**config.mk**
```make
export PLATFORM = sky130hd
export DESIGN_NAME = nes_cpu_bus_fabric_flat
export DESIGN_NICKNAME = d
export VERILOG_FILES = /design/src/rtl/nes_cpu_bus_fabric_pkg.sv /design/src/rtl/nes_cpu_bus_fabric_if.sv /design/src/rtl/nes_oam_dma.sv /design/src/rtl/nes_cpu_bus_fabric.sv /design/src/flat_wrapper.sv
export SDC_FILE = /design/constraint.sdc
export NUM_CORES = 1
export LEC_CHECK = 0
export CAP_MARGIN = 20
export CORE_AREA = 2 2 71 107
export DETAILED_ROUTE_END_ITERATION = 6
export DIE_AREA = 0 0 73 109
export GPL_ROUTABILITY_DRIVEN = 0
export HOLD_SLACK_MARGIN = 0.06
export PLACE_DENSITY_LB_ADDON = 0.2
export SLEW_MARGIN = 20
export SYNTH_ARGS = -nofsm -noshare
export SYNTH_HDL_FRONTEND = slang
export SYNTH_SLANG_ARGS = --single-unit
```
**constraint.sdc**
```tcl
create_clock -name CLK -period 3.7 [get_ports CLK]
set_input_delay 0.555 -clock CLK [delete_from_list [all_inputs] [get_ports CLK]]
set_output_delay 0.555 -clock CLK [all_outputs]
set_load 0.005 [all_outputs]
```
**src/rtl/nes_cpu_bus_fabric_pkg.sv**
```systemverilog
// Shared types and the default NES CPU memory map for the bus fabric.
package nes_cpu_bus_fabric_pkg;

    localparam int NES_ADDR_W    = 16;
    localparam int NES_DATA_W    = 8;
    localparam int NES_N_REGIONS = 4;

    typedef logic [NES_ADDR_W-1:0] addr_t;
    typedef logic [NES_DATA_W-1:0] data_t;

    // Region 0: 2 KiB work RAM, region 1: PPU registers, region 2: APU/IO, region 3: cartridge
    localparam logic [NES_N_REGIONS-1:0][NES_ADDR_W-1:0] NES_REGION_BASE =
        {16'h4020, 16'h4000, 16'h2000, 16'h0000};
    localparam logic [NES_N_REGIONS-1:0][NES_ADDR_W-1:0] NES_REGION_LIMIT =
        {16'hFFFF, 16'h401F, 16'h3FFF, 16'h1FFF};
    localparam logic [NES_N_REGIONS-1:0][NES_ADDR_W-1:0] NES_REGION_MASK =
        {16'hFFFF, 16'h001F, 16'h0007, 16'h07FF};

    localparam addr_t NES_DMA_REG_ADDR  = 16'h4014;
    localparam addr_t NES_DMA_DEST_ADDR = 16'h2004;
    localparam int    NES_DMA_LEN       = 256;
    localparam data_t NES_OPEN_BUS_INIT = 8'h00;

    typedef enum logic [2:0] {
        IDLE,
        HALT,
        ALIGN,
        RD,
        WR
    } dma_state_t;

endpackage

```
**src/rtl/nes_cpu_bus_fabric_if.sv**
```systemverilog
// CPU-facing side of the bus fabric: address/data/direction from the CPU,
// read data, ready and DMA ownership back to it.
interface nes_cpu_bus_fabric_if #(
    parameter int ADDR_W = 16,
    parameter int DATA_W = 8
);
    logic [ADDR_W-1:0] cpu_addr;
    logic [DATA_W-1:0] cpu_wdata;
    logic              cpu_rw_n;
    logic [DATA_W-1:0] cpu_rdata;
    logic              cpu_rdy;
    logic              dma_active;

    modport master (
        output cpu_addr, cpu_wdata, cpu_rw_n,
        input  cpu_rdata, cpu_rdy, dma_active
    );

    modport slave (
        input  cpu_addr, cpu_wdata, cpu_rw_n,
        output cpu_rdata, cpu_rdy, dma_active
    );
endinterface

```
**src/rtl/nes_oam_dma.sv**
```systemverilog
// OAM DMA engine: once started, halts the CPU and copies one page into the
// sprite data port, alternating a read cycle and a write cycle per byte.
//
// state | meaning
// IDLE  | waiting for a CPU write to the DMA register
// HALT  | first stall cycle, no bus traffic
// ALIGN | extra idle cycle when HALT landed on an odd cycle
// RD    | read source byte {page, idx}
// WR    | write returned byte to the destination port, advance idx
module nes_oam_dma
    import nes_cpu_bus_fabric_pkg::*;
#(
    parameter int                ADDR_W        = NES_ADDR_W,
    parameter int                DATA_W        = NES_DATA_W,
    parameter logic [ADDR_W-1:0] DMA_DEST_ADDR = NES_DMA_DEST_ADDR,
    parameter int                DMA_LEN       = NES_DMA_LEN
) (
    input  logic              CLK,
    input  logic              RESET_n,
    input  logic              start,
    input  logic [DATA_W-1:0] start_page,
    input  logic [DATA_W-1:0] rd_data,
    output logic              busy,
    output logic              req_en,
    output logic              req_rw_n,
    output logic [ADDR_W-1:0] req_addr,
    output logic [DATA_W-1:0] req_wdata
);

    localparam logic [7:0] LAST_IDX = 8'(DMA_LEN - 1);

    dma_state_t        state_q, state_d;
    logic [DATA_W-1:0] page_q, page_d;
    logic [7:0]        idx_q, idx_d;
    logic              parity_q, parity_d;

    // Next-state logic; parity free-runs so ALIGN can be decided in HALT
    always_comb begin
        state_d  = state_q;
        page_d   = page_q;
        idx_d    = idx_q;
        parity_d = ~parity_q;
        case (state_q)
            IDLE: begin
                if (start) begin
                    page_d  = start_page;
                    idx_d   = 8'd0;
                    state_d = HALT;
                end
            end
            HALT:    state_d = parity_q ? ALIGN : RD;
            ALIGN:   state_d = RD;
            RD:      state_d = WR;
            WR: begin
                idx_d   = idx_q + 8'd1;
                state_d = (idx_q == LAST_IDX) ? IDLE : RD;
            end
            default: state_d = IDLE;
        endcase
    end

    // FSM and datapath registers; reset aborts any transfer in flight
    always_ff @(posedge CLK or negedge RESET_n) begin
        if (!RESET_n) begin
            state_q  <= IDLE;
            page_q   <= '0;
            idx_q    <= '0;
            parity_q <= 1'b0;
        end else begin
            state_q  <= state_d;
            page_q   <= page_d;
            idx_q    <= idx_d;
            parity_q <= parity_d;
        end
    end

    // Request decode straight from state; the write data is the byte the
    // fabric returns from the preceding RD cycle
    always_comb begin
        busy      = (state_q != IDLE);
        req_en    = (state_q == RD) || (state_q == WR);
        req_rw_n  = (state_q != WR);
        req_addr  = (state_q == WR) ? DMA_DEST_ADDR : ADDR_W'({page_q, idx_q});
        req_wdata = rd_data;
    end

endmodule

```
**src/rtl/nes_cpu_bus_fabric.sv**
```systemverilog
// CPU-side bus fabric: muxes CPU and OAM-DMA requests into one region
// decoder, drives one-hot region strobes, returns registered read data and
// keeps the open-bus latch for unmapped reads.
module nes_cpu_bus_fabric
    import nes_cpu_bus_fabric_pkg::*;
#(
    parameter int ADDR_W    = NES_ADDR_W,
    parameter int DATA_W    = NES_DATA_W,
    parameter int N_REGIONS = NES_N_REGIONS,
    parameter logic [N_REGIONS-1:0][ADDR_W-1:0] REGION_BASE  = NES_REGION_BASE,
    parameter logic [N_REGIONS-1:0][ADDR_W-1:0] REGION_LIMIT = NES_REGION_LIMIT,
    parameter logic [N_REGIONS-1:0][ADDR_W-1:0] REGION_MASK  = NES_REGION_MASK,
    parameter logic [ADDR_W-1:0] DMA_REG_ADDR  = NES_DMA_REG_ADDR,
    parameter logic [ADDR_W-1:0] DMA_DEST_ADDR = NES_DMA_DEST_ADDR,
    parameter int                DMA_LEN       = NES_DMA_LEN,
    parameter logic [DATA_W-1:0] OPEN_BUS_INIT = NES_OPEN_BUS_INIT
) (
    input  logic                               CLK,
    input  logic                               RESET_n,
    nes_cpu_bus_fabric_if.slave                cpu,
    output logic [ADDR_W-1:0]                  rgn_addr,
    output logic [DATA_W-1:0]                  rgn_wdata,
    output logic [N_REGIONS-1:0]               rgn_wren,
    output logic [N_REGIONS-1:0]               rgn_rden,
    input  logic [N_REGIONS-1:0][DATA_W-1:0]   rgn_rdata
);

    localparam int IDX_W = (N_REGIONS > 1) ? $clog2(N_REGIONS) : 1;

    logic              dma_busy, dma_req_en, dma_req_rw_n, dma_start;
    logic [ADDR_W-1:0] dma_req_addr;
    logic [DATA_W-1:0] dma_req_wdata;

    logic [ADDR_W-1:0] bus_addr;
    logic [DATA_W-1:0] bus_wdata;
    logic              bus_rw_n, bus_en, bus_fwd;

    logic              hit;
    logic [IDX_W-1:0]  hit_idx;
    logic [ADDR_W-1:0] hit_local, offset;

    logic              rd_pend_q, rd_pend_d;
    logic              rd_unm_q, rd_unm_d;
    logic [IDX_W-1:0]  rd_idx_q, rd_idx_d;
    logic [DATA_W-1:0] ob_q, ob_d;
    logic [DATA_W-1:0] rdata_mux;

    // A CPU write to the DMA register is swallowed here and kicks the engine
    assign dma_start = !dma_busy && !cpu.cpu_rw_n && (cpu.cpu_addr == DMA_REG_ADDR);

    nes_oam_dma #(
        .ADDR_W        (ADDR_W),
        .DATA_W        (DATA_W),
        .DMA_DEST_ADDR (DMA_DEST_ADDR),
        .DMA_LEN       (DMA_LEN)
    ) u_dma (
        .CLK        (CLK),
        .RESET_n    (RESET_n),
        .start      (dma_start),
        .start_page (cpu.cpu_wdata),
        .rd_data    (rdata_mux),
        .busy       (dma_busy),
        .req_en     (dma_req_en),
        .req_rw_n   (dma_req_rw_n),
        .req_addr   (dma_req_addr),
        .req_wdata  (dma_req_wdata)
    );

    // Bus owner select: the DMA engine takes over completely while busy
    always_comb begin
        if (dma_busy) begin
            bus_addr  = dma_req_addr;
            bus_wdata = dma_req_wdata;
            bus_rw_n  = dma_req_rw_n;
            bus_en    = dma_req_en;
        end else begin
            bus_addr  = cpu.cpu_addr;
            bus_wdata = cpu.cpu_wdata;
            bus_rw_n  = cpu.cpu_rw_n;
            bus_en    = 1'b1;
        end
        bus_fwd = bus_en && !dma_start;
    end

    // Region decode, lowest index wins; the modulo offset doubles as the
    // range test so base 0 needs no special case
    always_comb begin
        hit       = 1'b0;
        hit_idx   = '0;
        hit_local = '0;
        offset    = '0;
        for (int i = N_REGIONS - 1; i >= 0; i--) begin
            offset = bus_addr - REGION_BASE[i];
            if (offset <= (REGION_LIMIT[i] - REGION_BASE[i])) begin
                hit       = 1'b1;
                hit_idx   = IDX_W'(i);
                hit_local = offset & REGION_MASK[i];
            end
        end
    end

    // Region-side outputs; strobes are held off while reset is asserted
    always_comb begin
        rgn_addr  = hit ? hit_local : bus_addr;
        rgn_wdata = bus_wdata;
        rgn_wren  = '0;
        rgn_rden  = '0;
        if (RESET_n && bus_fwd && hit) begin
            if (bus_rw_n) rgn_rden[hit_idx] = 1'b1;
            else          rgn_wren[hit_idx] = 1'b1;
        end
    end

    // Read return and open-bus update; a write in the same cycle as a
    // completing read is the newer value and wins
    always_comb begin
        rdata_mux = rd_unm_q ? ob_q : rgn_rdata[rd_idx_q];
        rd_pend_d = bus_en && bus_rw_n;
        rd_unm_d  = rd_unm_q;
        rd_idx_d  = rd_idx_q;
        if (bus_en && bus_rw_n) begin
            rd_unm_d = !hit;
            rd_idx_d = hit_idx;
        end
        ob_d = ob_q;
        if (rd_pend_q && !rd_unm_q) ob_d = rdata_mux;
        if (bus_en && !bus_rw_n)    ob_d = bus_wdata;
    end

    // Read-return tracking and open-bus latch
    always_ff @(posedge CLK or negedge RESET_n) begin
        if (!RESET_n) begin
            rd_pend_q <= 1'b0;
            rd_unm_q  <= 1'b1;
            rd_idx_q  <= '0;
            ob_q      <= OPEN_BUS_INIT;
        end else begin
            rd_pend_q <= rd_pend_d;
            rd_unm_q  <= rd_unm_d;
            rd_idx_q  <= rd_idx_d;
            ob_q      <= ob_d;
        end
    end

    assign cpu.cpu_rdata  = rdata_mux;
    assign cpu.cpu_rdy    = !dma_busy;
    assign cpu.dma_active = dma_busy;

endmodule

```
**src/flat_wrapper.sv**
```systemverilog
// flat-port wrapper written by rule: the top's interface ports become plain ports
module nes_cpu_bus_fabric_flat import nes_cpu_bus_fabric_pkg::*;
#(
    parameter int ADDR_W    = NES_ADDR_W,
    parameter int DATA_W    = NES_DATA_W,
    parameter int N_REGIONS = NES_N_REGIONS,
    parameter logic [N_REGIONS-1:0][ADDR_W-1:0] REGION_BASE  = NES_REGION_BASE,
    parameter logic [N_REGIONS-1:0][ADDR_W-1:0] REGION_LIMIT = NES_REGION_LIMIT,
    parameter logic [N_REGIONS-1:0][ADDR_W-1:0] REGION_MASK  = NES_REGION_MASK,
    parameter logic [ADDR_W-1:0] DMA_REG_ADDR  = NES_DMA_REG_ADDR,
    parameter logic [ADDR_W-1:0] DMA_DEST_ADDR = NES_DMA_DEST_ADDR,
    parameter int                DMA_LEN       = NES_DMA_LEN,
    parameter logic [DATA_W-1:0] OPEN_BUS_INIT = NES_OPEN_BUS_INIT
)
  (CLK, RESET_n, rgn_addr, rgn_wdata, rgn_wren, rgn_rden, rgn_rdata, cpu_cpu_addr, cpu_cpu_wdata, cpu_cpu_rw_n, cpu_cpu_rdata, cpu_cpu_rdy, cpu_dma_active);
  nes_cpu_bus_fabric_if #(.ADDR_W(ADDR_W), .DATA_W(DATA_W)) cpu_i ();
  input  logic CLK;
  input  logic RESET_n;
  output logic [ADDR_W-1:0] rgn_addr;
  output logic [DATA_W-1:0] rgn_wdata;
  output logic [N_REGIONS-1:0] rgn_wren;
  output logic [N_REGIONS-1:0] rgn_rden;
  input  logic [N_REGIONS-1:0][DATA_W-1:0] rgn_rdata;
  input wire logic [$bits(cpu_i.cpu_addr)-1:0] cpu_cpu_addr;
  input wire logic [$bits(cpu_i.cpu_wdata)-1:0] cpu_cpu_wdata;
  input wire logic [$bits(cpu_i.cpu_rw_n)-1:0] cpu_cpu_rw_n;
  output wire logic [$bits(cpu_i.cpu_rdata)-1:0] cpu_cpu_rdata;
  output wire logic [$bits(cpu_i.cpu_rdy)-1:0] cpu_cpu_rdy;
  output wire logic [$bits(cpu_i.dma_active)-1:0] cpu_dma_active;
  assign cpu_i.cpu_addr = cpu_cpu_addr;
  assign cpu_i.cpu_wdata = cpu_cpu_wdata;
  assign cpu_i.cpu_rw_n = cpu_cpu_rw_n;
  assign cpu_cpu_rdata = cpu_i.cpu_rdata;
  assign cpu_cpu_rdy = cpu_i.cpu_rdy;
  assign cpu_dma_active = cpu_i.dma_active;
  nes_cpu_bus_fabric #(.ADDR_W(ADDR_W), .DATA_W(DATA_W), .N_REGIONS(N_REGIONS), .REGION_BASE(REGION_BASE), .REGION_LIMIT(REGION_LIMIT), .REGION_MASK(REGION_MASK), .DMA_REG_ADDR(DMA_REG_ADDR), .DMA_DEST_ADDR(DMA_DEST_ADDR), .DMA_LEN(DMA_LEN), .OPEN_BUS_INIT(OPEN_BUS_INIT)) u_core (.CLK(CLK), .RESET_n(RESET_n), .cpu(cpu_i), .rgn_addr(rgn_addr), .rgn_wdata(rgn_wdata), .rgn_wren(rgn_wren), .rgn_rden(rgn_rden), .rgn_rdata(rgn_rdata));
endmodule
```
* Word level (Yosys, flattened, before mapping) *
Index checks and enable logic that the tools add are counted.
W data, S select, Z words.

word-level totals
  bits in registers = 32
  output and inout bits = 42

operators by class
  $lt $le $gt $ge = 7
  multiplexer cells = 35
  bitwise gates (word level) = 1
  add/sub/neg operators = 4
  eq/ne operators = 8
  reduce and logical (&&, ||, !) cells = 22

operators by type and width
  operator                  number
  $mux W16                  7
  $mux W8                   6
  $le A16 B13 Y1 const B    2
  $sub A16 B15 Y16 const B  2
  $bmux W8 S2               1
  $eq A16 B15 Y1 const B    1
  $le A16 B16 Y1 const B    1
  $le A16 B5 Y1 const B     1
  $mux W4                   4
  $pmux W8 S2               1
  $sub A16 B14 Y16 const B  1
  $pmux W3 S5               1
  $mux W2                   5
  $logic_and A1 B1 Y1       9
  $add A8 B1 Y8 const B     1
  $eq A8 B8 Y1 const B      1
  $mux W1                   8
  $eq A3 B2 Y1 const B      2
  $logic_not A1 Y1          6
  $lt A2 B3 Y1 const B      2
  $reduce_and A2 Y1         2
  $reduce_bool A2 Y1        2
  $eq A3 B1 Y1 const B      1
  $eq A3 B3 Y1 const B      1
  other kinds (9)           9

* Longest topological paths before layout *
Gate-level depths: netlist (run 1).

  depth after elaboration = 15
  depth in mapped cells = 15
  mapped depth without buffers = 11

* Hierarchy *
From an unflattened synthesis (run 1), not the netlist that was laid out.

second synthesis, totals
  cells, all modules = 344
  area, all modules = 3081.7 um2

modules (own cells, without submodules)
  module              times used  area each (um2)  cells each
  nes_cpu_bus_fabric  1           1993.2           236
  nes_oam_dma         1           1088.5           108

* Worst setup path after synthesis (run 1) *
Ideal clock, no wire load.

  path type = register -> output
  start point = register u_core.u_dma.state_q[2]
  end point = output rgn_addr[14]
  setup slack = -67 ps
  path buffers = 3
  arrival time = 3212 ps
  cell stages (with the launch flop) = 14
  cell sequence = dfrtp_1 clkbuf_1 or4b_2 nand2_1 inv_1 ha_1 and3_1 clkbuf_1 a31oi_1 o2111ai_1 a2111oi_4 nor2_2 buf_6 o41ai_2

between the ends
  cells in the longest elaborated chain, start to end = 10

RTL lines
  what                                              line                       source
  start, declared                                   nes_oam_dma.sv:32          dma_state_t state_q, state_d;
  start signal, assigned                            nes_oam_dma.sv:70          state_q <= state_d;
  $eq A3 B3 Y1                                      nes_oam_dma.sv:83          req_addr = (state_q == WR) ? DMA_DEST_ADDR : ADDR_W'({page_q, idx_q});
  $mux W16                                          nes_oam_dma.sv:83
  $mux W16 (*)                                      nes_cpu_bus_fabric.sv:71   if (dma_busy) begin
  $sub A16 B15 Y16                                  nes_cpu_bus_fabric.sv:93   offset = bus_addr - REGION_BASE[i];
  $le A16 B16 Y1                                    nes_cpu_bus_fabric.sv:94   if (offset <= (REGION_LIMIT[i] - REGION_BASE[i])) begin
  $mux W16 or $mux W1 (tied branches) (4 in a row)  nes_cpu_bus_fabric.sv:94
  $mux W16 (*)                                      nes_cpu_bus_fabric.sv:104  rgn_addr = hit ? hit_local : bus_addr;
  end, declared                                     flat_wrapper.sv:19         output logic [ADDR_W-1:0] rgn_addr;

Mark *: on every way between the ends. The rest lies on a longest branch, timed or not.

* Final worst setup path (run 1) *
  start point = register u_core.u_dma.state_q[1]
  end point = output rgn_addr[7]

Same word-level chain as after synthesis.

==> results.txt, run 1 <==
The number of buffers between clock root and the deepest sink is 2. The library cell contributing the largest single delay on the critical path is sky130_fd_sc_hd__dfrtp_2. The number of buffer and inverter instances along the worst setup path came out at 5. 0 antenna diodes ended up in the layout. The total overflow left after global routing is 0. The analysis attributes to cell leakage a power of between 2 and 2.5 nW. The number of rows in the core area is 38. The clock period minus worst slack came out at slightly above 4 ns. In this run the cell area of the synthesized design comes to ~2900 sq um. The count of nets left with antenna violations once routing finished came out at 0. The cell area power density came out at 904.5 nW/um^2. Power comes to between 0.004 and 0.005 W. The number of synthesized flops with an enable pin is 0.

The register clock-pin slew on the reported worst setup and hold paths came out at approximately 0.070 ns. The synthesis warning total came out at 0. The H-tree depth reported by CTS is 2. The per-cell routed wire length came out at approximately 19 um. Measured against its own limit, the worst slew margin works out to roughly 40%. The core region area is between 7000 and 8000 sq um. The latest clock arrival within the worst-skew pair came out at approximately 0.28 ns. The critical setup path kind is flop to output pin.

The number of library cell types mapped by synthesis is 61. The period utilization is 109.8%. The post-DP HPWL came out at around 8000 um.

The number of max-slew violations in the final report came to 0. In the layout the commonest cells are sky130_fd_sc_hd__buf_4, sky130_fd_sc_hd__clkdlybuf4s50_1, sky130_fd_sc_hd__mux2_2, sky130_fd_sc_hd__nand2_1, sky130_fd_sc_hd__dfrtp_1. The number of search-and-repair iterations in the first detailed-routing pass came out at 4. The count of vias placed by the detailed router came out at 3380. Counting every sink on the clock net gives 32. The top cell family by delay on the critical path is compound AO/OA/AOI/OAI gates. The achievable clock frequency came out at around 250 MHz. The kind of launch point of the worst setup path is a flop. For the worst setup path, the data required time is 3.14 ns. STA classifies the critical path endpoint as an output pin. The initial antenna violation count is 0. Setup repair after global routing could not meet its margin everywhere.

The via count of the first global-routing pass came to 3260. The signed area change from the synthesized netlist to the final layout came out at 76.40%. The number of fill cells in the layout came out at 530. The number of endpoints failing setup at the final stage is 13. Counting the buffers created by CTS gives 5. The number of cells produced by synthesis is 320. The die covers 7957 sq um. The signal arrival time at the worst endpoint came out at around 3.5 ns. The final wirelength came out at roughly 11000 um. The tree is rooted in a sky130_fd_sc_hd__clkbuf_8.

The number of DRC markers in iteration 0 came out at 229. The count of hold buffers inserted by post-cts repair is 0. The worst-case hold slack is approximately 0.42 ns. The synthesized netlist net count came out at around 380.

The largest incremental delay on the critical path came out at about 0.45 ns. The overall routing resource usage came out at 25.69%. The slack of the critical path is -0.3610 ns.

The library cell used most frequently in the layout, excluding fill and tap cells, is sky130_fd_sc_hd__buf_4. The initial standard-cell utilization of the core came out at 40.48%. In this run the worst hold path is classified as flop to flop. Walking the worst path, the cells encountered are buf_2, o21a_2, nor2_4, ha_4, nand3_1, buf_4, o31ai_2, o2111ai_2, a2111oi_4, buf_4, nor2_4, o21a_1, buf_6, o221ai_2, buf_2. The checks that failed: negative setup slack. The worst-case IR drop observed on VDD is approximately 0.45 mV. In the final design database the tool counted between 500 and 600 nets.

The overall die width is around 73 um. Entering global routing, the biggest net connects 33 pins. Of the cells placed in the final design, the portion with a size suffix greater than 1 is between 40% and 50%.

The port buffer count came out at 100. TritonCTS built the clock tree. The remaining routing DRC violations came out at 0. The ratio of routed vias to standard cells is 5.768. The final count of hold timing violations is 0.

Between clock sinks in the finished design, the worst skew comes to about 0.0056 ns. Across the run, the number of max-cap violations was 0. The maximum fanout along the worst path is 6. The count of pins on the block boundary came out at between 100 and 150. The proportion of synthesized flip-flops having asynchronous set or reset is 100.0%. The post-synthesis sequential element count came out at 32. The average cell area after synthesis came out at between 8 and 9 sq um. The wire length of the first global-routing pass is between 15000 and 20000 um. The y dimension of the die came out at around 110 um. The register area share after synthesis is between 20% and 30%. The flow ran to the end, but the final reports show violations. The slew at the pin closest to its max-slew limit is approximately 0.90 ns. The main flop type after synthesis is sky130_fd_sc_hd__dfrtp_1.
worst register-to-register path, stage by stage, from the launching register on:
cell and delay (ns):
sky130_fd_sc_hd__dfrtp_2 0.45, sky130_fd_sc_hd__buf_2 0.18, sky130_fd_sc_hd__o21a_2 0.27, sky130_fd_sc_hd__nor2_4 0.15, sky130_fd_sc_hd__ha_4 0.16, sky130_fd_sc_hd__nand3_1 0.14, sky130_fd_sc_hd__buf_4 0.20, sky130_fd_sc_hd__o31ai_2 0.25
sky130_fd_sc_hd__o2111ai_2 0.17, sky130_fd_sc_hd__a2111oi_4 0.34, sky130_fd_sc_hd__buf_4 0.19, sky130_fd_sc_hd__nor2_4 0.06, sky130_fd_sc_hd__buf_6 0.15, sky130_fd_sc_hd__buf_6 0.12, sky130_fd_sc_hd__buf_4 0.13, sky130_fd_sc_hd__o31ai_1 0.26
Yosys cell counts (4+ instances only):
cell	number	area [sq um]
sky130_fd_sc_hd__o31ai_1	4	30.03
sky130_fd_sc_hd__a21oi_1	10	50.05
sky130_fd_sc_hd__nor4_1	4	25.02
sky130_fd_sc_hd__nor4b_1	7	61.31
sky130_fd_sc_hd__clkbuf_1	13	48.80
sky130_fd_sc_hd__nand2_1	34	127.6
sky130_fd_sc_hd__mux4_2	8	180.2
sky130_fd_sc_hd__nor2_1	30	112.6
sky130_fd_sc_hd__nand3_1	9	45.04
sky130_fd_sc_hd__inv_1	8	30.03
sky130_fd_sc_hd__mux2i_1	4	40.04
sky130_fd_sc_hd__o21ai_0	27	135.1
sky130_fd_sc_hd__mux2_2	40	450.4
sky130_fd_sc_hd__nor3_1	5	25.02
sky130_fd_sc_hd__o21a_1	4	30.03
sky130_fd_sc_hd__nand4_1	5	31.28
sky130_fd_sc_hd__dfrtp_1	31	775.7
sky130_fd_sc_hd__and3_1	7	43.79
sky130_fd_sc_hd__xor2_1	4	35.03
area by class of cell:
class	count	area, sq um	area share [%]
Clock inverter	3	42.54	0.8410
Tap cell	80	100.1	1.979
Clock buffer	5	68.82	1.360
Multi-Input combinational cell	259	2265	44.77
Sequential cell	32	804.5	15.90
Timing Repair Buffer	199	1748	34.55
Inverter	8	30.03	0.5936
sequential cells by signal (all words and copies together), names as in the netlist:
signal                 flops
u_core.u_dma.parity_q      1
u_core.u_dma.state_q       3
u_core.u_dma.page_q        8
u_core.ob_q                8
u_core.u_dma.idx_q         8
u_core.rd_pend_q           1
u_core.rd_unm_q            1
u_core.rd_idx_q            2
worst paths after layout:
check / start / slack (ns) / end / depth (start not counted)
max in group asynchronous: RESET_n / 2.57 / u_core.rd_unm_q$_DFFE_PN1P_ / 2
worst max register to register: u_core.u_dma.state_q[1]$_DFFE_PN0P_ / 0.40 / u_core.rd_unm_q$_DFFE_PN1P_ / 15
worst min-delay path: u_core.u_dma.parity_q$_DFF_PN0_ / 0.42 / u_core.u_dma.parity_q$_DFF_PN0_ / 1
worst max-delay path: u_core.u_dma.state_q[1]$_DFFE_PN0P_ / -0.36 / rgn_addr[7] / 15
worst min register to register: u_core.u_dma.parity_q$_DFF_PN0_ / 0.42 / u_core.u_dma.parity_q$_DFF_PN0_ / 1
min in group asynchronous: RESET_n / 0.79 / u_core.u_dma.idx_q[7]$_DFFE_PN0P_ / 2
timing repair:
item / CTS / global route
pin swaps: 19 / 13
gates cloned: 0 / 1
gates resized for setup: 106 / 46
hold endpoints to repair: 0 / 0
setup endpoints to repair: 19 / 19
buffers inserted: 16 / 7
per-layer routing:
| metal | global-route usage, % | routed length (um) | vias up | share of wire, % |
|---|---|---|---|---|
| li1 | - | - | 1583 | - |
| met1 | 28.15 | 4136 | 1651 | 38 |
| met2 | 47.04 | 5874 | 115 | 54 |
| met3 | 3.327 | 384 | 31 | 3.5 |
| met4 | 13.10 | 471 | 0 | 4.3 |
| met5 | 0 | 0 | - | 0 |
logic make-up (layout without fill, tap and decap cells):
group / count (synthesis) / after routing / synth area share, %
fa+ha+maj: 3 / 3 / 1.309
buf+inv: 29 / 215 / 4.494
xor+xnor: 6 / 6 / 1.832
mux: 52 / 52 / 23.39
compound gates: 73 / 73 / 17.67
simple gates: 125 / 125 / 23.34
flops: 32 / 32 / 27.97
power breakdown:
part | internal [W] | switching, W | total (W)
clock network | 0.000199 | 0.000134 | 0.000333
registers | 0.000450 | 0.000106 | 0.000557
logic | 0.00198 | 0.00170 | 0.00369
total | 0.00263 | 0.00194 | 0.00458
metrics by stage:
step | TNS, ns | area (sq um) | setup WS [ns] | instances | utilization, %
after floorplan | 0 | 2868 | 0.007115 | 320 | -
after global placement | -10.92 | 4441 | -0.8902 | 555 | 62.68
after detailed placement | -11.98 | 4441 | -0.9640 | 555 | 62.68
after CTS | -2.730 | 4812 | -0.3142 | 579 | 67.93
after global routing | -4.720 | 5059 | -0.5005 | 586 | 71.41
final | -3.207 | 5059 | -0.3610 | 586 | 71.41
Note: power is estimated with default switching activity, not from simulation.
==> run 2: changes to the inputs <==
Settings changed: ABC_AREA set to 1, CAP_MARGIN 20 to 25, CORE_AREA 2 2 71 107 to 2 2 70 106, DIE_AREA 0 0 73 109 to 0 0 72 108.
==> run 2 against run 1 <==
  * The run now ends clean
  * Total power fell by 17%
  * Worst hold slack improved by 0.0067 ns
  * Sequential share of layout area increased by 2.3 points
  * Count of clock-buffer cells in the layout did not move
  * Die area decreased by 2.3%
  * Global-route usage fell by 2.7 points
  * First-iteration DRC count decreased by 18%
  * Register-to-register slack gained 0.78 ns
  * Clock skew down 0.00068 ns
  * Clock power fell by 17%
  * Sequential cell count unchanged
  * Via count grew 0.68%
  * Critical path type unchanged
==> results.txt, run 2 <==
Result of the run: finished, final reports clean (was complete, but fails checks). The register-to-register setup slack is 1.18 ns (was 0.40 ns). The post-DP HPWL is 6941 um (was 7970 um). The synthesized netlist net count is 486 (was 382). The proportion of synthesized flip-flops having asynchronous set or reset came out at 100.0% (unchanged). The latest clock arrival within the worst-skew pair came out at 0.29 ns (was 0.28 ns).

The post-layout total power is 0.003801 W (was 0.004575 W). Biggest regs: u_core.ob_q (8), u_core.u_dma.idx_q (8), u_core.u_dma.page_q (8) (unchanged). The count of vias placed by the detailed router came out at 3403 (was 3380). The clock period minus worst slack came to 3.663 ns (was 4.061 ns). The remaining routing DRC violations is 0 (unchanged). The share of total power consumed by net switching came to 46.41% (was 42.42%). The per-cell routed wire length is 14.21 um (was 18.54 um). The net switching power of the design came to 0.001764 W (was 0.001941 W). The number of rows in the core area is 37 (was 38). The design internal power came to 0.002037 W (was 0.002634 W). The number of buffer and inverter instances along the worst setup path is 4 (was 5). The average cell area after synthesis is 6.457 sq um (was 8.962 sq um). The number of library cell types mapped by synthesis is 36 (was 61).

The number of violations of the max-capacitance limit came out at 0 (unchanged). The y dimension of the die was 108 um (was 109 um). The source of the critical timing path is u_core.u_dma.state_q[1]$_DFFE_PN0P_ (unchanged). The kind of launch point of the worst setup path is a flop (unchanged). The slew at the pin closest to its max-slew limit was 0.4590 ns (was 0.8962 ns). The ratio of routed vias to standard cells is 5.243 (was 5.768). The beginning of the worst register-to-register path is u_core.u_dma.state_q[1]$_DFFE_PN0P_ (unchanged). The count of pins on the block boundary was 101 (unchanged). The number of buffers between clock root and the deepest sink came to 2 (unchanged).

The core region area came out at 6805 sq um (was 7084 sq um). The number of clock sinks seen by CTS is 32 (unchanged). The cell type contributing the most total cell area after synthesis is sky130_fd_sc_hd__dfrtp_1 (unchanged). The signal arrival time at the worst endpoint came out at 3.11 ns (was 3.51 ns). The top-area cell type share of the netlist area is 28.34% (was 27.05%). The headroom to the max-slew limit is 69.37% (was 39.71%). The part of the power in the clock network came to 7.3% (about the same). The via count of the first global-routing pass came out at 3176 (was 3260).

The final core utilization came out at 65.03% (was 71.41%). The number of nets with antenna violations after detailed routing was 0 (unchanged). The number of synthesized flops with an enable pin came out at 0 (unchanged). The number of search-and-repair iterations in the first detailed-routing pass is 5 (was 4). The commonest non-fill, non-tap cell in the layout is sky130_fd_sc_hd__nand2_1 (was sky130_fd_sc_hd__buf_4). The endpoint class of the critical path is an output pin (unchanged). The post-synthesis share of cell area spent on xor and xnor gates came out at 0.6399% (was 1.832%). The achievable clock frequency is 273.0 MHz (was 246.2 MHz). The clock root buffer is sky130_fd_sc_hd__clkbuf_8 (unchanged). The area fraction in compound gates after synthesis came out at 21.30% (was 17.67%). The fraction of layout cells with a size suffix above 1 came out at 20.14% (was 45.45%). The register area share after synthesis came out at 29.30% (was 27.97%). Most used cells in the layout excluding fill and tap cells: sky130_fd_sc_hd__nand2_1, sky130_fd_sc_hd__clkdlybuf4s50_1, sky130_fd_sc_hd__inv_1, sky130_fd_sc_hd__o21ai_0, sky130_fd_sc_hd__nor2_1 (was sky130_fd_sc_hd__buf_4, sky130_fd_sc_hd__clkdlybuf4s50_1, sky130_fd_sc_hd__mux2_2, sky130_fd_sc_hd__nand2_1, sky130_fd_sc_hd__dfrtp_1). By instance count, the cell type seen most on the critical path is sky130_fd_sc_hd__nand2_1. The period utilization is 98.99% (was 109.8%). The main combinational cell family by area after synthesis is simple AND/OR/NAND/NOR gates (was multiplexers).

The TritonCTS clock tree is built (unchanged). The H-tree depth reported by CTS came to 2 (unchanged). The number of endpoints failing setup at the final stage came out at 0 (was 13).

The setup TNS after final layout is 0 ns (was -3.207 ns). The overall routing resource usage was 22.98% (was 25.69%). The number of DRC markers in iteration 0 came to 188 (was 229). The library cell contributing the largest single delay on the critical path is sky130_fd_sc_hd__dfrtp_2 (unchanged). The signed area change from the synthesized netlist to the final layout came out at 61.65% (was 76.40%). The worst min-delay path category is flop to flop (unchanged). The post-synthesis mux area share came out at 0% (was 23.39%). The number of max-slew violations in the final report is 0 (unchanged). The maximum fanout along the worst path came out at 6 (unchanged). The most frequent cell after synthesis was sky130_fd_sc_hd__nand2_1 (was sky130_fd_sc_hd__mux2_2). The cell area power density came out at 858.9 nW/um^2 (was 904.5 nW/um^2). The largest incremental delay on the critical path is 0.46 ns (was 0.45 ns). The post-synthesis sequential element count came out at 32 (unchanged). The remaining global-route overflow came out at 0 (unchanged).

The number of fill cells in the layout is 617 (was 530). The worst-case clock skew came out at 0.004882 ns (was 0.005561 ns). The largest net degree at the start of global routing came out at 33 (unchanged).

The register clock-pin slew on the reported worst setup and hold paths came out at 0.07 ns (about the same). The CTS buffer count came to 5 (unchanged). Crit-path cells: nor2_8, buf_6, buf_4, nand3_1, nand2_2, nor2_4, buf_4, nand3_1, nand2_1, nand2_1, nand2_1, nor2_1, nand2_2, a21oi_4, nand4_4, nand3_4, nor2_1, clkdlybuf4s50_1 (was buf_2, o21a_2, nor2_4, ha_4, nand3_1, buf_4, o31ai_2, o2111ai_2, a2111oi_4, buf_4, nor2_4, o21a_1, buf_6, o221ai_2, buf_2). The number of cells produced by synthesis came out at 424 (was 320). The final antenna diode count came out at 0 (unchanged).

The overall die width came out at 72 um (was 73 um). The endpoint required time on the critical path came out at 3.14 ns (about the same). The initial antenna violation count came out at 0 (unchanged).

The area of the die is 7776 sq um (was 7957 sq um). The wire length of the first global-routing pass is 14120 um (was 15660 um). The capture point of the critical path is rgn_rden[1] (was rgn_addr[7]). The final count of hold timing violations is 0 (unchanged). Unrepaired setup endpoints after global routing: yes (unchanged). The standby leakage power came out at 2.205 nW (was 2.241 nW). Cells taking the most area after synthesis: sky130_fd_sc_hd__dfrtp_1, sky130_fd_sc_hd__nand2_1, sky130_fd_sc_hd__o21ai_0, sky130_fd_sc_hd__inv_1, sky130_fd_sc_hd__nor2_1 (was sky130_fd_sc_hd__dfrtp_1, sky130_fd_sc_hd__mux2_2, sky130_fd_sc_hd__mux4_2, sky130_fd_sc_hd__o21ai_0, sky130_fd_sc_hd__nand2_1). The post-synthesis simple-gate area fraction came to 35.74% (was 23.34%).

The critical setup path kind is flop to output pin (unchanged). The top cell family by delay on the critical path was simple AND/OR/NAND/NOR gates (was compound AO/OA/AOI/OAI gates). The arithmetic-cell share of the synthesized area counting full adders, half adders and majority gates was 1.371% (was 1.309%). The synthesis warning total is 0 (unchanged). The power share of the sequential group is 13.7% (was 12.2%).

Commonest cells in the synthesized netlist: sky130_fd_sc_hd__nand2_1, sky130_fd_sc_hd__inv_1, sky130_fd_sc_hd__o21ai_0 (was sky130_fd_sc_hd__mux2_2, sky130_fd_sc_hd__nand2_1, sky130_fd_sc_hd__dfrtp_1). The largest vdd supply drop came to 0.3961 mV (was 0.4498 mV). The main flop type after synthesis was sky130_fd_sc_hd__dfrtp_1 (unchanged).

The combined area of all synthesized cells is 2738 sq um (was 2868 sq um). The endpoint of the most critical register-to-register path was u_core.rd_unm_q$_DFFE_PN1P_ (unchanged). The share of total power in combinational logic is 79.0% (was 80.5%).

The initial standard-cell utilization of the core came out at 40.23% (was 40.48%). The port buffer count is 100 (unchanged). The number of cells on the worst reg-to-reg path is 16 (was 15). The final wirelength came to 9224 um (was 10870 um). The count of cell instances traversed by the critical path came out at 18 (was 15). The net count reported at finish came out at 632 (was 567).

The count of hold buffers inserted by post-cts repair was 0 (unchanged).
==> run 2: cell count changes in the layout (fill, tap and decap cells not counted), moves of 10 or more <==
cell / delta
sky130_fd_sc_hd__o21ai_0: +33
sky130_fd_sc_hd__mux2_2: -40
sky130_fd_sc_hd__buf_4: -34
sky130_fd_sc_hd__inv_1: +58
sky130_fd_sc_hd__o22ai_1: +19
sky130_fd_sc_hd__buf_6: -16
sky130_fd_sc_hd__nor2_1: +22
sky130_fd_sc_hd__buf_2: -11
sky130_fd_sc_hd__nand2_1: +64
sky130_fd_sc_hd__nand2_2: +10
==> run 2: cell families (layout without fill, tap and decap cells) <==
group / after synthesis / in the layout
AOI/OAI and AO/OA: 101 / 101
xor gates and xnor gates: 2 / 2
adders and majority gates: 3 / 3
buffers and inverters: 81 / 228
DFF: 32 / 32
and+or+nand+nor: 205 / 205
==> run 2: power groups by stage <==
stage / sequential [W] / clock (W) / combinational [W]
after global routing: 0.000528 / 0.000295 / 0.00328
after CTS: 0.000516 / 0.000281 / 0.00266
after floorplan: 0.000498 / 0 / 0.00142
final: 0.000520 / 0.000277 / 0.00300
after detailed placement: 0.000521 / 0 / 0.00258
after global placement: 0.000517 / 0 / 0.00255
==> run 2: area by class of cell <==
type                    instances  area (sq um)  share of cell area [%]
clock buffers                   5         68.82                   1.555
inverters                      72         272.8                   6.163
multi-input cells             311          1792                   40.49
well taps                      78         97.59                   2.205
clock inverters                 3         18.77                  0.4241
repair buffers                148          1371                   30.99
flip-flops and latches         32         804.5                   18.18
==> run 2: worst min-delay path by stage <==
stage	from	end	slack [ns]	cells after the start
floorplan	RESET_n	u_core.ob_q[0]$_DFFE_PN0P_	0.26	0
global placement	u_core.u_dma.parity_q$_DFF_PN0_	u_core.u_dma.parity_q$_DFF_PN0_	0.40	1
detailed placement	u_core.u_dma.parity_q$_DFF_PN0_	u_core.u_dma.parity_q$_DFF_PN0_	0.41	1
CTS	u_core.u_dma.parity_q$_DFF_PN0_	u_core.u_dma.parity_q$_DFF_PN0_	0.43	1
global route	u_core.u_dma.parity_q$_DFF_PN0_	u_core.u_dma.parity_q$_DFF_PN0_	0.46	1
finish	u_core.u_dma.parity_q$_DFF_PN0_	u_core.u_dma.parity_q$_DFF_PN0_	0.42	1
==> run 2: through the flow <==
step / cells / setup WS (ns) / hold slack, ns / area (sq um)
after floorplan: 424 / 0.7154 / 0.2594 / 2738
after global placement: 623 / -0.2113 / 0.4012 / 4013
after detailed placement: 623 / -0.2376 / 0.4096 / 4013
after CTS: 638 / -0.1828 / 0.4253 / 4156
after global routing: 649 / -0.08824 / 0.4628 / 4425
final: 649 / 0.03721 / 0.4228 / 4425
==> run 2: what timing repair did <==
action,4_1_cts,5_1_grt
pin swaps,6,16
setup endpoints to repair,19,19
buffers inserted,7,11
gates resized for setup,23,45
==> run 2: worst reg2reg max path, cell delays in order, from the launching register on <==
cell,delay [ns]
sky130_fd_sc_hd__dfrtp_2,0.46
sky130_fd_sc_hd__nor2_8,0.18
sky130_fd_sc_hd__buf_6,0.13
sky130_fd_sc_hd__buf_4,0.14
sky130_fd_sc_hd__nand3_1,0.09
sky130_fd_sc_hd__nand2_2,0.14
sky130_fd_sc_hd__nor2_4,0.07
sky130_fd_sc_hd__buf_4,0.13
sky130_fd_sc_hd__nand3_1,0.06
sky130_fd_sc_hd__nand2_1,0.07
sky130_fd_sc_hd__nand2_1,0.08
sky130_fd_sc_hd__nand2_1,0.07
sky130_fd_sc_hd__nor2_1,0.13
sky130_fd_sc_hd__nand2_2,0.10
sky130_fd_sc_hd__a21oi_4,0.21
sky130_fd_sc_hd__nand4_4,0.16
sky130_fd_sc_hd__o21ai_0,0.22
==> run 2: routing by layer <==
layer	part of all wire, %	wire (um)	track usage [%]	up-vias
met5	0	0	0	-
met1	40	3673	25.93	1580
li1	-	-	-	1691
met2	53	4878	42.33	115
met3	4.6	424	3.914	17
met4	2.7	247	8.760	0
